### config.mk
export PLATFORM = sky130hd
export DESIGN_NAME = cc_reg_unit
export DESIGN_NICKNAME = d
export VERILOG_FILES = /design/src/rtl/lc3b_types.sv /design/src/rtl/nzp_gen.sv /design/src/rtl/cc_reg_unit.sv
export SDC_FILE = /design/constraint.sdc
export NUM_CORES = 1
export LEC_CHECK = 0
export ABC_CLOCK_PERIOD_IN_PS = 4650
export BUFFER_PORTS_ARGS = -buffer_cell sky130_fd_sc_hd__buf_2
export CAP_MARGIN = 20
export CORE_AREA = 2 2 48 55
export DETAILED_ROUTE_END_ITERATION = 7
export DIE_AREA = 0 0 50 57
export GPL_TIMING_DRIVEN = 0
export PLACE_DENSITY = 0.9
export SYNTH_ARGS = -nofsm -noshare
export SYNTH_HDL_FRONTEND = slang
export SYNTH_HIERARCHICAL = 1
export SYNTH_SLANG_ARGS = --single-unit
### constraint.sdc
create_clock -name clk -period 4.65 [get_ports clk]
set_input_delay 0.465 -clock clk [delete_from_list [all_inputs] [get_ports clk]]
set_output_delay 0.465 -clock clk [all_outputs]
set_load 0.01 [all_outputs]
### src/rtl/lc3b_types.sv
// Shared LC-3b datapath types used by the condition-code path and its neighbours.
package lc3b_types;
    typedef logic [15:0] lc3b_word;
    typedef logic [2:0]  lc3b_nzp;

    localparam lc3b_nzp CC_RESET_VAL = 3'b010;

    localparam int CC_CNT_W = 4;
    typedef logic [CC_CNT_W-1:0] lc3b_cc_cnt;
endpackage

### src/rtl/nzp_gen.sv
// Combinational n/z/p derivation from a result word; always yields a one-hot code.
module nzp_gen
    import lc3b_types::*;
(
    input  lc3b_word data_i,
    output lc3b_nzp  nzp_o
);
    logic n, z;

    assign n     = data_i[15];
    assign z     = (data_i == 16'h0000);
    assign nzp_o = {n, z, !n && !z};
endmodule

### src/rtl/cc_reg_unit.sv
// Condition-code producer: one-deep writeback stage feeding nzp_cc, plus a
// saturating count of in-flight CC writers so decode can stall dependent branches.
module cc_reg_unit
    import lc3b_types::*;
#(
    parameter int MAX_PENDING = 4,
    parameter int CNT_W       = 4
) (
    input  logic             clk,
    input  logic             reset,
    input  logic             alloc,
    input  logic             wb_valid,
    output logic             wb_ready,
    input  logic [15:0]      wb_data,
    input  logic             wb_load_cc,
    input  logic             cc_hold,
    output logic [2:0]       nzp_cc,
    output logic             cc_pending,
    output logic [CNT_W-1:0] pending_count,
    output logic             err
);
    localparam logic [CNT_W-1:0] MAX_CNT = CNT_W'(MAX_PENDING);

    logic             stage_full_q, stage_full_d;
    lc3b_word         stage_q, stage_d;
    lc3b_nzp          nzp_q, nzp_d, stage_nzp;
    logic [CNT_W-1:0] cnt_q, cnt_d;
    logic             pend_q, pend_d;
    logic             err_q, err_d;
    logic             xfer, load, commit;

    nzp_gen u_nzp_gen (
        .data_i (stage_q),
        .nzp_o  (stage_nzp)
    );

    // An empty stage can still absorb one result while the branch holds CC.
    assign wb_ready = !stage_full_q || !cc_hold;
    assign xfer     = wb_valid && wb_ready;
    assign load     = xfer && wb_load_cc;
    assign commit   = stage_full_q && !cc_hold;

    always_comb begin
        stage_full_d = stage_full_q;
        stage_d      = stage_q;
        nzp_d        = nzp_q;
        cnt_d        = cnt_q;
        err_d        = err_q;

        if (commit) begin
            nzp_d        = stage_nzp;
            stage_full_d = 1'b0;
        end
        if (load) begin
            stage_d      = wb_data;
            stage_full_d = 1'b1;
        end

        case ({alloc, commit})
            2'b10: begin
                if (cnt_q == MAX_CNT) err_d = 1'b1;
                else                  cnt_d = cnt_q + 1'b1;
            end
            2'b01: begin
                if (cnt_q == '0) err_d = 1'b1;
                else             cnt_d = cnt_q - 1'b1;
            end
            default: ;
        endcase

        pend_d = (cnt_d != '0);
    end

    always_ff @(posedge clk) begin
        if (reset) begin
            stage_full_q <= 1'b0;
            stage_q      <= '0;
            nzp_q        <= CC_RESET_VAL;
            cnt_q        <= '0;
            pend_q       <= 1'b0;
            err_q        <= 1'b0;
        end else begin
            stage_full_q <= stage_full_d;
            stage_q      <= stage_d;
            nzp_q        <= nzp_d;
            cnt_q        <= cnt_d;
            pend_q       <= pend_d;
            err_q        <= err_d;
        end
    end

    assign nzp_cc        = nzp_q;
    assign cc_pending    = pend_q;
    assign pending_count = cnt_q;
    assign err           = err_q;
endmodule

==> results.md, run 1 <==
Run status:
- The flow ran to the end, and the final reports show no timing, DRC or antenna violations.

Clock network:
- The post-cts repair resize count is 0.
- The count of clock tree sinks is 26.
- At the later pin of the worst-skew pair, clock insertion delay measures 0.31 ns.
- The number of CTS-inserted buffers is 3.
- The clock root buffer is sky130_fd_sc_hd__clkbuf_4.
- Once the clock tree was built, the setup fixing pass inserted 0 buffers.
- TritonCTS built the clock tree.
- Buffers inserted to repair hold after CTS numbered 0.
- The worst-case clock buffer depth is 2.
- The clock transition at the registers of the reported paths is 0.13 ns.
- CTS built an H-tree with a depth of 1.

Worst setup path:
- The worst reg2reg path startpoint is stage_full_q.
- The endpoint identified for the worst register-to-register timing path is cc_pending.
- The category of the worst setup path capture point is a flip-flop.
- The arrival time of data at the critical path endpoint is 2.39 ns.
- At the worst endpoint, the required time is 4.84 ns.
- The cell with the biggest individual delay on the critical path is sky130_fd_sc_hd__dfxtp_1.
- By startpoint and endpoint, the worst setup path is classified as reg2reg.
- STA classifies the critical path startpoint as a flip-flop.
- Setup slack on the worst reg-to-reg path comes out at 2.45 ns.
- In this run the worst path has a maximum fanout of 9.
- Walking the worst path, the cells encountered are nor2b_1 -> clkbuf_1 -> ha_1 -> buf_2 -> nor4_1 -> o21ai_0 -> a311oi_1 -> a41oi_1.
- On the worst path, the slowest cell contributes a delay of 0.36 ns.
- The path depth of the worst reg2reg path is 8.

Min path:
- The startpoint identified for the worst hold timing path is wb_data[8].
- For hold timing, the worst endpoint is stage_q[8].
- The worst hold path belongs to the class in2reg.
- The worst hold path stage count is 3.

Power and ir drop:
- The total power density per cell area is 286 mW/mm2.
- In this run, the combinational gates consume 16.8% of the power.
- Net switching is 26.3% of the power.
- In this run the static leakage power is 0.583 nW.
- The sequential share of power is 60.2%.
- The portion of total power attributed to the clock network is 23.0%.
- The largest voltage drop on the vdd net is 231 uV.
- The internal power of the cells is 293 uW.
- In this run the power spent charging and discharging nets is 105 uW.

Synth:
- The most common flop cell mapped by yosys is sky130_fd_sc_hd__dfxtp_1.
- Yosys attributes the largest share of cell area to sky130_fd_sc_hd__dfxtp_1 44%, sky130_fd_sc_hd__nand2_1 12%, sky130_fd_sc_hd__a21oi_1 9.3%.
- Dividing the synthesized area by the synthesized cell count gives 7.76 um2.
- Counting every instance in the synthesized netlist gives 152.
- The total of flip-flops plus latches after synthesis is 26.
- The number of nets in the synthesized netlist is 178.
- After synthesis, the largest area contributor takes up 44.1% of total cell area.
- The fraction of registers with async set or reset after synthesis is 0%.
- After synthesis the cells add up to 0.00118 mm2.
- Counting flops with a built-in enable in the synthesized netlist gives 0.
- By count the netlist is led by 37 x sky130_fd_sc_hd__nand2_1, 26 x sky130_fd_sc_hd__dfxtp_1, 22 x sky130_fd_sc_hd__a21oi_1.
- The library cell with the largest summed area after synthesis is sky130_fd_sc_hd__dfxtp_1.
- The sequential share of the synthesized area is 44.1%.
- For this run, the number of Yosys warnings is 6.
- In this run, distinct cell masters in the synthesized netlist total 28.
- The leading cell type by number of instances after synthesis is sky130_fd_sc_hd__nand2_1.

GRT:
- The global-route congestion overflow total is 0.
- The initial antenna violation count is 0.
- The first-pass GRT wire length is 4150 um.
- The pin count of the biggest net entering global routing is 14.
- Global routing consumed, over all layers together, 18.2% of the routing resources.
- The via count of the first global-routing pass is 1050.

Placement:
- Detailed placement finished with a half-perimeter wire length of 1810 um.
- The final weighted congestion in routability-driven placement is 0.833.
- The post-place instance area is 0.00137 mm2.
- The total of buffers placed on input and output ports is 30.
- The post-placement cell count is 213.

Final layout:
- After routing the design area is 0.00139 mm2.
- The antenna diode count is 0.
- The final layout contains 213 nets.
- After filler insertion, the fill cell instance count of the layout stands at 219.
- For this run, the share of the core covered by cells in the final layout is 59.1%.
- The area growth from synthesis to layout is 17.9%.
- The final cell count without fillers is 216.
- Of the cells placed in the final design, the portion with a size suffix greater than 1 is 20.5%.

Die:
- The die covers 0.00285 mm2.
- The die boundary height is 57 um.
- Once the floorplan was initialized, standard cells occupied 50.1% of the core.
- The region available for standard cell placement spans 0.00235 mm2.
- The top-level I/O count is 32.
- The number of core rows is 19.
- The horizontal die dimension is 50 um.

Timing:
- The pin slew with the least headroom to its limit is 0.488 ns.
- Summed over all failing endpoints, the final setup total negative slack is 0 ns.
- Based on the critical path, the design can be clocked at up to 454 MHz.
- The worst path needs 2.20 ns of the cycle, external delays included.
- Setup violations remaining at the end of the flow were counted as 0.
- The final-report max-slew violation count is 0.
- Setup repair after global routing left no endpoint under its margin.
- Headroom to the max-slew limit came out at 67.5%.
- The final critical path takes up 47.3% of the cycle.
- The count of final hold-check violations is 0.
- On the final layout, the worst clock skew is 0.00578 ns.

Drt:
- In the final routed layout, each cell accounts on average for 11.1 um.
- Summed over all layers, the routed wires come to 2400 um.
- The count of nets left with antenna violations after detail routing is 0.
- After the first detailed-routing iteration, the DRC count stood at 12.
- The via count is 1136.
- The post-detailed-route via-to-cell ratio is 5.26.
- The first TritonRoute pass finished after 4 iterations.
- In the routed design, unresolved DRC markers number 0.

Job:
- The tool flagged a number of max-cap violations equal to 0.
[kinds of logic (layout without fill, tap and decap cells)]
group,count (synthesis),after routing,share of synthesized area (%)
buf+inv,17,50,6.26
compound gates,37,37,18.6
fa+ha+maj,4,4,4.24
mux,2,2,1.70
simple gates,66,66,25.1
flops,26,26,44.1
[sequential cells by signal, indices dropped and copies added, names as in the netlist]
signal / count
stage_q: 16
err: 1
cc_pending: 1
stage_full_q: 1
nzp_cc: 3
pending_count: 4
[worst max path at each step]
stage                      end  slack [ns]          from
finish              cc_pending        2.45  stage_full_q
global route        cc_pending        2.13  stage_full_q
CTS                 cc_pending        2.44  stage_full_q
detailed placement  cc_pending        2.24       cc_hold
global placement    cc_pending        2.25       cc_hold
floorplan           cc_pending        2.61       cc_hold
[routing by layer]
layer / GRT usage (%) / share of wire, % / vias to the layer above
li1: - / - / 585
met1: 22.3 / 46 / 520
met2: 32.5 / 49 / 28
met3: 2.36 / 3.6 / 3
met4: 5.95 / 0.88 / 0
met5: 0 / 0 / -
[power by group through the flow]
stage          combinational [mW]  sequential, mW  clock [mW]
3_5_place_dp               0.0665           0.245           0
5_1_grt                    0.0760           0.241       0.101
4_1_cts                    0.0670           0.239      0.0913
6_report                   0.0668           0.239      0.0917
3_3_place_gp               0.0655           0.244           0
2_1_floorplan              0.0433           0.245           0
[metrics by stage]
stage	worst slack (ns)	hold slack (ns)	power [mW]
2_1_floorplan	2.61	0.436	0.288
3_3_place_gp	2.25	0.443	0.310
3_5_place_dp	2.24	0.446	0.311
4_1_cts	2.44	0.371	0.398
5_1_grt	2.13	0.359	0.418
6_report	2.45	0.366	0.398
[critical path, delay by kind of cell (launching register included)]
| kind | cells | cell delay (ns) |
|---|---|---|
| AOI/OAI and AO/OA | 3 | 0.60 |
| buffers and inverters | 2 | 0.44 |
| and+or+nand+nor | 2 | 0.38 |
| DFF | 1 | 0.36 |
| adders and majority gates | 1 | 0.29 |
[final cells by class]
type	count	area, um2	area share, %
Timing Repair Buffer	30	150	10.8
Inverter	7	26.3	1.89
Multi-Input combinational cell	109	586	42.1
Sequential cell	26	520	37.4
Buffer	10	47.5	3.42
Clock buffer	3	22.5	1.62
Tap cell	31	38.8	2.79
[cell usage in the layout (no fill, tap or decap), types with 2 or more instances in the layout]
cell type                   n
sky130_fd_sc_hd__nand2_1   37
sky130_fd_sc_hd__buf_2     32
sky130_fd_sc_hd__dfxtp_1   26
sky130_fd_sc_hd__a21oi_1   22
sky130_fd_sc_hd__nor2_1    10
sky130_fd_sc_hd__inv_1      7
sky130_fd_sc_hd__clkbuf_1   6
sky130_fd_sc_hd__nor3_1     5
sky130_fd_sc_hd__nor4_1     5
sky130_fd_sc_hd__o21ai_0    4
sky130_fd_sc_hd__ha_1       4
sky130_fd_sc_hd__nor2b_1    3
sky130_fd_sc_hd__clkbuf_4   3
sky130_fd_sc_hd__a311oi_1   2
sky130_fd_sc_hd__nand3_1    2
sky130_fd_sc_hd__mux2i_1    2
sky130_fd_sc_hd__a41oi_1    2
sky130_fd_sc_hd__buf_4      2
(Power assumes the default switching activity.)
==> run 2, diff against run 1 <==
--- a/config.mk
+++ b/config.mk
@@ -5,14 +5,14 @@
 export SDC_FILE = /design/constraint.sdc
 export NUM_CORES = 1
 export LEC_CHECK = 0
-export ABC_CLOCK_PERIOD_IN_PS = 4650
+export ABC_CLOCK_PERIOD_IN_PS = 2100
 export BUFFER_PORTS_ARGS = -buffer_cell sky130_fd_sc_hd__buf_2
 export CAP_MARGIN = 20
-export CORE_AREA = 2 2 48 55
+export CORE_AREA = 2 2 50 56
 export DETAILED_ROUTE_END_ITERATION = 7
-export DIE_AREA = 0 0 50 57
+export DIE_AREA = 0 0 52 58
 export GPL_TIMING_DRIVEN = 0
-export PLACE_DENSITY = 0.9
+export PLACE_DENSITY = 0.86
 export SYNTH_ARGS = -nofsm -noshare
 export SYNTH_HDL_FRONTEND = slang
 export SYNTH_HIERARCHICAL = 1
==> constraint.sdc (replaced) <==
create_clock -name clk -period 2.1 [get_ports clk]
set_input_delay 0.21 -clock clk [delete_from_list [all_inputs] [get_ports clk]]
set_output_delay 0.21 -clock clk [all_outputs]
set_load 0.01 [all_outputs]
==> run 2 against run 1 <==
Net effect:
- global-route usage down 0.30 points
- maximum frequency up 13%
- wire length up 2.3%
- utilization down 0.56 points
- via count down 1.3%
- largest power group unchanged
- worst setup slack worse by 2.3 ns
- cell count unchanged
- first-iteration DRC count up 140%
- worst hold slack worse by 0.25 ns
- power up 130%
- clock skew down 0.0042 ns
==> results.md, run 2 (synthesis gave the netlist of run 1 again) <==
Clock network:
- The clock transition at the registers of the reported paths was 0.13 ns (about the same).
- The H-tree depth is 1 (unchanged).
- The worst-case clock buffer depth is 2 (unchanged).
- The number of CTS-inserted buffers is 3 (unchanged).
- Clock tree synthesis selected as its root buffer the cell sky130_fd_sc_hd__clkbuf_4.
- The clock tree from TritonCTS is done.
- The number of buffers inserted to repair setup after CTS is 0 (unchanged).
- The source-to-sink clock delay at the later pin of the worst-skew pair is 0.31 ns (about the same).
- The count of clock tree sinks is 26 (unchanged).
- The hold-fix buffer count after cts was 0 (unchanged).

Power and ir drop:
- The largest voltage drop on the vdd net was 485 uV (+110%).
- The share of total power consumed by net switching is 25.6% (-0.68 points).
- The sequential share of power was 57.1% (-3.1 points).
- The internal power of the cells is 692 uW (+140%).
- The portion of total power attributed to the clock network is 26.4% (+3.4 points).
- The switching power summed over all nets came to 238 uW (+130%).
- The portion of total power attributed to combinational logic is 16.5% (-0.3 points).
- The total power density per cell area was 649 mW/mm2 (+130%).
- The static leakage is 0.600 nW (+2.9%).

Worst setup path:
- The kind of cell with the highest combined delay on the critical path is compound AO/OA/AOI/OAI gates.
- The arrival time of data at the critical path endpoint is 2.14 ns (-0.25 ns).
- The required arrival time at the worst endpoint was 2.30 ns (-2.54 ns).
- The beginning of the critical path is stage_full_q.
- The worst setup path is launched from a flip-flop.
- Walking the worst path, the cells encountered are nor2b_1 -> buf_4 -> ha_1 -> buf_2 -> nor4_4 -> o21ai_0 -> a311oi_2 -> a41oi_1.
- The worst setup path is captured at a flip-flop.
- The worst reg2reg path startpoint is stage_full_q.
- The total buffers and inverters traversed by the critical path came to 2 (unchanged).
- The worst setup path is of the reg2reg kind.
- The delay contributed by the slowest stage of the critical path was 0.36 ns (about the same).
- The maximum fanout along the worst path came to 9 (unchanged).
- The cell with the biggest individual delay on the critical path is sky130_fd_sc_hd__dfxtp_1.

Placement:
- The HPWL reported at the end of detailed placement is 1810 um (+0.36%).
- The total of buffers placed on input and output ports is 30 (unchanged).
- The post-place instance area is 0.00137 mm2 (unchanged).
- The post-placement cell count was 213 (unchanged).
- The final weighted congestion in routability-driven placement is 0.828 (-0.64%).

GRT:
- The global-route congestion overflow total is 0 (unchanged).
- The first-pass GRT wire length is 4160 um (+0.17%).
- The pin count of the biggest net entering global routing is 15 (+1).
- The global-route total usage across every layer is 17.9% (-0.30 points).
- The via count of the first global-routing pass is 1017 (-3.1%).
- The initial antenna violation count was 0 (unchanged).

Final layout:
- The flip-flop count of the largest register, all copies and words added is 16 (unchanged).
- The largest register by flop count is stage_q.
- The final cell count without fillers is 216 (unchanged).
- The area growth from synthesis to layout is 21.5%.
- The fraction of layout cells with a size suffix above 1 came to 23.8% (+3.2 points).
- The final core area utilization came to 58.6% (-0.56 points).
- The library cells used most frequently in the layout, excluding fill and tap cells, are 37 x sky130_fd_sc_hd__nand2_1, 32 x sky130_fd_sc_hd__buf_2, 25 x sky130_fd_sc_hd__dfxtp_1.
- Leaving out fill and tap cells, the most frequent cell in the layout is sky130_fd_sc_hd__nand2_1.
- The antenna diode count is 0 (unchanged).
- The post-layout net count is 212 (-0.47%).
- The final design instance area without fill came to 0.00143 mm2 (+3.1%).

Timing:
- The final-report max-slew violation count was 0 (unchanged).
- The count of final hold-check violations is 0 (unchanged).
- The number of failing setup endpoints in the final timing report is 0 (unchanged).
- The post-route clock period utilization is 92.5% (+45 points).
- The remaining max-slew budget at the tightest pin is 66.0% (-1.5 points).
- The pin slew with the least headroom to its limit is 0.510 ns (+0.0220 ns).
- The clock tree skew after final layout is 0.00161 ns (-0.00418 ns).
- The shortest clock period the worst path allows after layout is 1.94 ns (-0.258 ns).
- The maximum achievable frequency is 515 MHz (+13%).
- The total negative slack for setup checks is 0 ns (unchanged).

Drt:
- The post-detailed-route via-to-cell ratio is 5.19 (-1.3%).
- The wire length reported by the detailed router is 2450 um (+2.3%).
- The detailed-route DRC error count is 0 (unchanged).
- The via count was 1121 (-1.3%).
- The count of nets left with antenna violations after detail routing is 0 (unchanged).
- The length of the first detailed-routing pass in iterations is 4 (unchanged).
- The average routed wire per standard cell came to 11.4 um (+2.3%).
- The number of DRC violations after detailed-routing iteration 0 is 29 (+17).

Min path:
- The path category of the worst min-delay check is in2reg.
- In this run the most critical hold path is launched from wb_data[9].

Die:
- The top-level I/O count is 32 (unchanged).
- The full die area is 0.00302 mm2 (+5.8%).
- The starting density of the core came to 48.2% (-1.9 points).
- The area of the core is 0.00245 mm2 (+4.0%).
- The horizontal die dimension is 52 um (+4.0%).
- The die boundary height is 58 um (+1.8%).
- The number of core rows is 19 (unchanged).

Job:
- The count of maximum capacitance violations is 0 (unchanged).

Run status:
- The flow ran to the end, and the final reports show no timing, DRC or antenna violations.
[run 2: per-stage QoR]
stage / total power [mW] / setup WS, ns / hold slack, ns
final: 0.930 / 0.157 / 0.113
after global routing: 0.972 / -0.0378 / 0.112
after CTS: 0.926 / 0.0327 / 0.113
after detailed placement: 0.688 / -0.148 / 0.448
after global placement: 0.686 / -0.0839 / 0.442
after floorplan: 0.638 / 0.176 / 0.346
[run 2: final timing paths]
check | cells after the start | end | slack, ns
max | 8 | cc_pending | 0.16
min | 3 | stage_q[9] | 0.11
max reg2reg | 8 | cc_pending | 0.16
min reg2reg | 2 | stage_q[3] | 0.46
[run 2: repair_timing]
item,CTS,global route
setup endpoints to repair,2,2
gates resized for setup,2,6
cloned,0,0
[run 2: final cells by class]
type,instances,area (um2)
Sequential cell,26,522
Buffer,9,47.5
Fill cell,225,1010
Multi-Input combinational cell,109,613
Inverter,7,26.3
Tap cell,31,38.8
Timing Repair Buffer,30,150
Clock buffer,4,36.3
[run 2: layer usage]
layer  GRT usage (%)  wire length, um  part of all wire, %
met1            22.8             1130                   46
met3            1.80              101                  4.1
met4            7.52               38                  1.5
met2            30.4             1180                   48
met5               0                0                    0
[run 2: power by group through the flow]
stage	combinational [mW]	clock (mW)	sequential [mW]
3_3_place_gp	0.146	0	0.540
5_1_grt	0.174	0.263	0.535
3_5_place_dp	0.147	0	0.541
6_report	0.153	0.245	0.531
2_1_floorplan	0.0959	0	0.542
4_1_cts	0.149	0.248	0.530
[run 2: worst min-delay path: cells and delay by family]
family / cells / cell delay, ns
compound gates: 1 / 0.05
buf+inv: 1 / 0.10
simple gates: 1 / 0.05
==> run 3, diff against run 2 <==
--- a/config.mk
+++ b/config.mk
@@ -13,7 +13,9 @@
 export DIE_AREA = 0 0 52 58
 export GPL_TIMING_DRIVEN = 0
 export PLACE_DENSITY = 0.86
+export REMOVE_ABC_BUFFERS = 1
 export SYNTH_ARGS = -nofsm -noshare
 export SYNTH_HDL_FRONTEND = slang
 export SYNTH_HIERARCHICAL = 1
 export SYNTH_SLANG_ARGS = --single-unit
+export TNS_END_PERCENT = 100
==> run 3 against run 2 <==
Net effect:
- clock skew grew 0.0014 ns
- clock power fell by 2%
- combinational power decreased by 7%
- critical path depth down 1
- utilization decreased by 1.8 points
- worst hold slack improved by 0.0088 ns
- worst setup slack improved by 0.055 ns
- clock-buffer cell count unchanged
- sequential cell count unchanged
- critical path type unchanged
==> results.md, run 3 (synthesis gave the netlist of run 1 again) <==
Timing:
- The number of failing setup endpoints in the final timing report is 0 (unchanged).
- The final-report max-slew violation count is 0 (unchanged).
- The maximum achievable frequency is 530 MHz (+2.9%).
- The remaining max-slew budget at the tightest pin is 55.1% (-11 points).
- The post-route clock period utilization is 89.9% (-2.6 points).
- The count of final hold-check violations came to 0 (unchanged).
- Setup repair after global routing left no endpoint under its margin.
- The shortest clock period the worst path allows after layout was 1.89 ns (-0.0553 ns).
- The clock tree skew after final layout was 0.00302 ns (+0.00142 ns).
- The pin slew with the least headroom to its limit was 0.674 ns (+0.165 ns).

Die:
- The starting density of the core is 48.2% (unchanged).
- The number of core rows is 19 (unchanged).
- The area of the core is 0.00245 mm2 (unchanged).
- The horizontal die dimension is 52 um (unchanged).
- The die boundary height came to 58 um (unchanged).
- The top-level I/O count was 32 (unchanged).
- The full die area is 0.00302 mm2 (unchanged).

Clock network:
- The clock transition at the registers of the reported paths is 0.13 ns (about the same).
- The number of buffers inserted to repair setup after CTS is 0 (unchanged).
- TritonCTS built the clock tree.
- The number of CTS-inserted buffers is 3 (unchanged).
- The count of clock tree sinks is 26 (unchanged).
- The hold-fix buffer count after cts is 0 (unchanged).
- Clock tree synthesis selected as its root buffer the cell sky130_fd_sc_hd__clkbuf_4.
- The worst-case clock buffer depth is 2 (unchanged).
- The source-to-sink clock delay at the later pin of the worst-skew pair came to 0.31 ns (about the same).
- The H-tree depth was 1 (unchanged).

Drt:
- The detailed-route DRC error count is 0 (unchanged).
- The post-detailed-route via-to-cell ratio is 5.32 (+2.5%).
- The length of the first detailed-routing pass in iterations was 4 (unchanged).
- The via count is 1112 (-0.80%).
- The count of nets left with antenna violations after detail routing is 0 (unchanged).
- The average routed wire per standard cell is 11.3 um (-0.44%).
- The number of DRC violations after detailed-routing iteration 0 is 24 (-17%).
- The wire length reported by the detailed router came to 2360 um (-3.7%).

Power and ir drop:
- The static leakage is 0.577 nW (-3.8%).
- The largest voltage drop on the vdd net is 546 uV (+13%).
- The total power came to 912 uW (-1.9%).
- The total power density per cell area is 656 mW/mm2 (+1.2%).

Run status:
- The run finished with clean final reports.

Final layout:
- In the layout the commonest cells are 37 x sky130_fd_sc_hd__nand2_1, 31 x sky130_fd_sc_hd__buf_2, 26 x sky130_fd_sc_hd__dfxtp_1.
- The largest register by flop count is stage_q.
- The post-layout net count was 205 (-3.3%).
- The antenna diode count came to 0 (unchanged).
- The area growth from synthesis to layout is 17.8%.
- The flip-flop count of the largest register, all copies and words added is 16 (unchanged).
- The fraction of layout cells with a size suffix above 1 is 22.5% (-1.3 points).
- The final core area utilization is 56.8% (-1.8 points).
- Leaving out fill and tap cells, the most frequent cell in the layout is sky130_fd_sc_hd__nand2_1.

Worst setup path:
- The worst setup path is launched from a flip-flop.
- The path depth of the worst reg2reg path came to 7 (-1).
- The required arrival time at the worst endpoint is 2.29 ns (about the same).
- STA classifies the critical path endpoint as a flip-flop.
- The arrival time of data at the critical path endpoint came to 2.07 ns (-0.07 ns).
- The maximum fanout along the worst path was 6 (-3).
- The type of the worst setup path is reg2reg.

GRT:
- The global-route total usage across every layer is 16.5% (-1.4 points).
- The first-pass GRT wire length came to 3870 um (-7.0%).
- The global-route congestion overflow total is 0 (unchanged).
- The initial antenna violation count was 0 (unchanged).
- The via count of the first global-routing pass came to 970 (-4.6%).
- The pin count of the biggest net entering global routing is 27 (+12).

Placement:
- The total of buffers placed on input and output ports came to 31 (+3.3%).
- The final weighted congestion in routability-driven placement is 0.740 (-11%).
- The HPWL reported at the end of detailed placement is 1760 um (-3.3%).

Job:
- The count of maximum capacitance violations is 0 (unchanged).

Min path:
- The path category of the worst min-delay check is in2reg.
- The worst hold path stage count is 3 (unchanged).
==> run 3: cell count changes in the layout (fill, tap and decap cells not counted) <==
cell                       previous run  this run
sky130_fd_sc_hd__buf_4                3         1
sky130_fd_sc_hd__dfxtp_2              1         0
sky130_fd_sc_hd__clkbuf_1             4         0
sky130_fd_sc_hd__a311oi_2             2         1
sky130_fd_sc_hd__dfxtp_1             25        26
sky130_fd_sc_hd__nor4_2               0         1
sky130_fd_sc_hd__nor2b_1              3         2
sky130_fd_sc_hd__buf_2               32        31
sky130_fd_sc_hd__nor4_4               1         0
sky130_fd_sc_hd__nor2b_4              0         1
sky130_fd_sc_hd__a311oi_1             0         1
==> run 3: cell type report <==
type                       instances  area, um2
tap                               31       38.8
clock buffer                       4       36.3
sequential                        26        520
timing repair buffer              32        163
inverter                           7       26.3
fill                             229       1060
multi-input combinational        109        606
==> run 3: final timing paths <==
| check | start | to | slack [ns] |
|---|---|---|---|
| setup / recovery | pending_count[0] | cc_pending | 0.21 |
| hold / removal | wb_data[10] | stage_q[10] | 0.12 |
| setup reg to reg | pending_count[0] | cc_pending | 0.21 |
| hold reg to reg | stage_q[10] | stage_q[10] | 0.46 |
==> run 3: repair_timing <==
| item | CTS | global route |
|---|---|---|
| resized for setup | 1 | 3 |
| hold endpoints to repair | 0 | 0 |
| setup endpoints to repair | 2 | 2 |
| pin swaps | 0 | 0 |
==> run 3: stage by stage <==
step	hold slack, ns	area, um2	TNS, ns	std cells	setup WS [ns]
after global placement	0.444	1330	-0.0778	204	-0.0778
after global routing	0.117	1390	0	209	0.0575
final	0.122	1390	0	209	0.213
after CTS	0.113	1370	0	208	0.0234
after detailed placement	0.449	1330	-0.110	204	-0.110
after floorplan	0.279	1130	0	142	0.199
==> run 3: where the power goes <==
group	switching, mW	total [mW]	internal [mW]	leakage [nW]
Sequential	0.0144	0.531	0.516	0.212
Clock	0.134	0.239	0.106	0.0210
Combinational	0.0803	0.142	0.0621	0.344
==> run 3: critical path, stage by stage, from the launching register on <==
cell                      delay [ns]
sky130_fd_sc_hd__dfxtp_1        0.40
sky130_fd_sc_hd__inv_1          0.14
sky130_fd_sc_hd__ha_1           0.26
sky130_fd_sc_hd__or3b_1         0.39
sky130_fd_sc_hd__a21oi_1        0.18
sky130_fd_sc_hd__nor3_1         0.06
sky130_fd_sc_hd__o21ai_1        0.21
sky130_fd_sc_hd__a41oi_1        0.14
==> run 3: layer usage <==
layer | vias up | track usage (%) | part of all wire (%)
li1 | 574 | - | -
met1 | 488 | 20.2 | 43
met2 | 46 | 29.7 | 50
met3 | 4 | 1.55 | 5.7
met4 | 0 | 5.64 | 0.76
met5 | - | 0 | 0
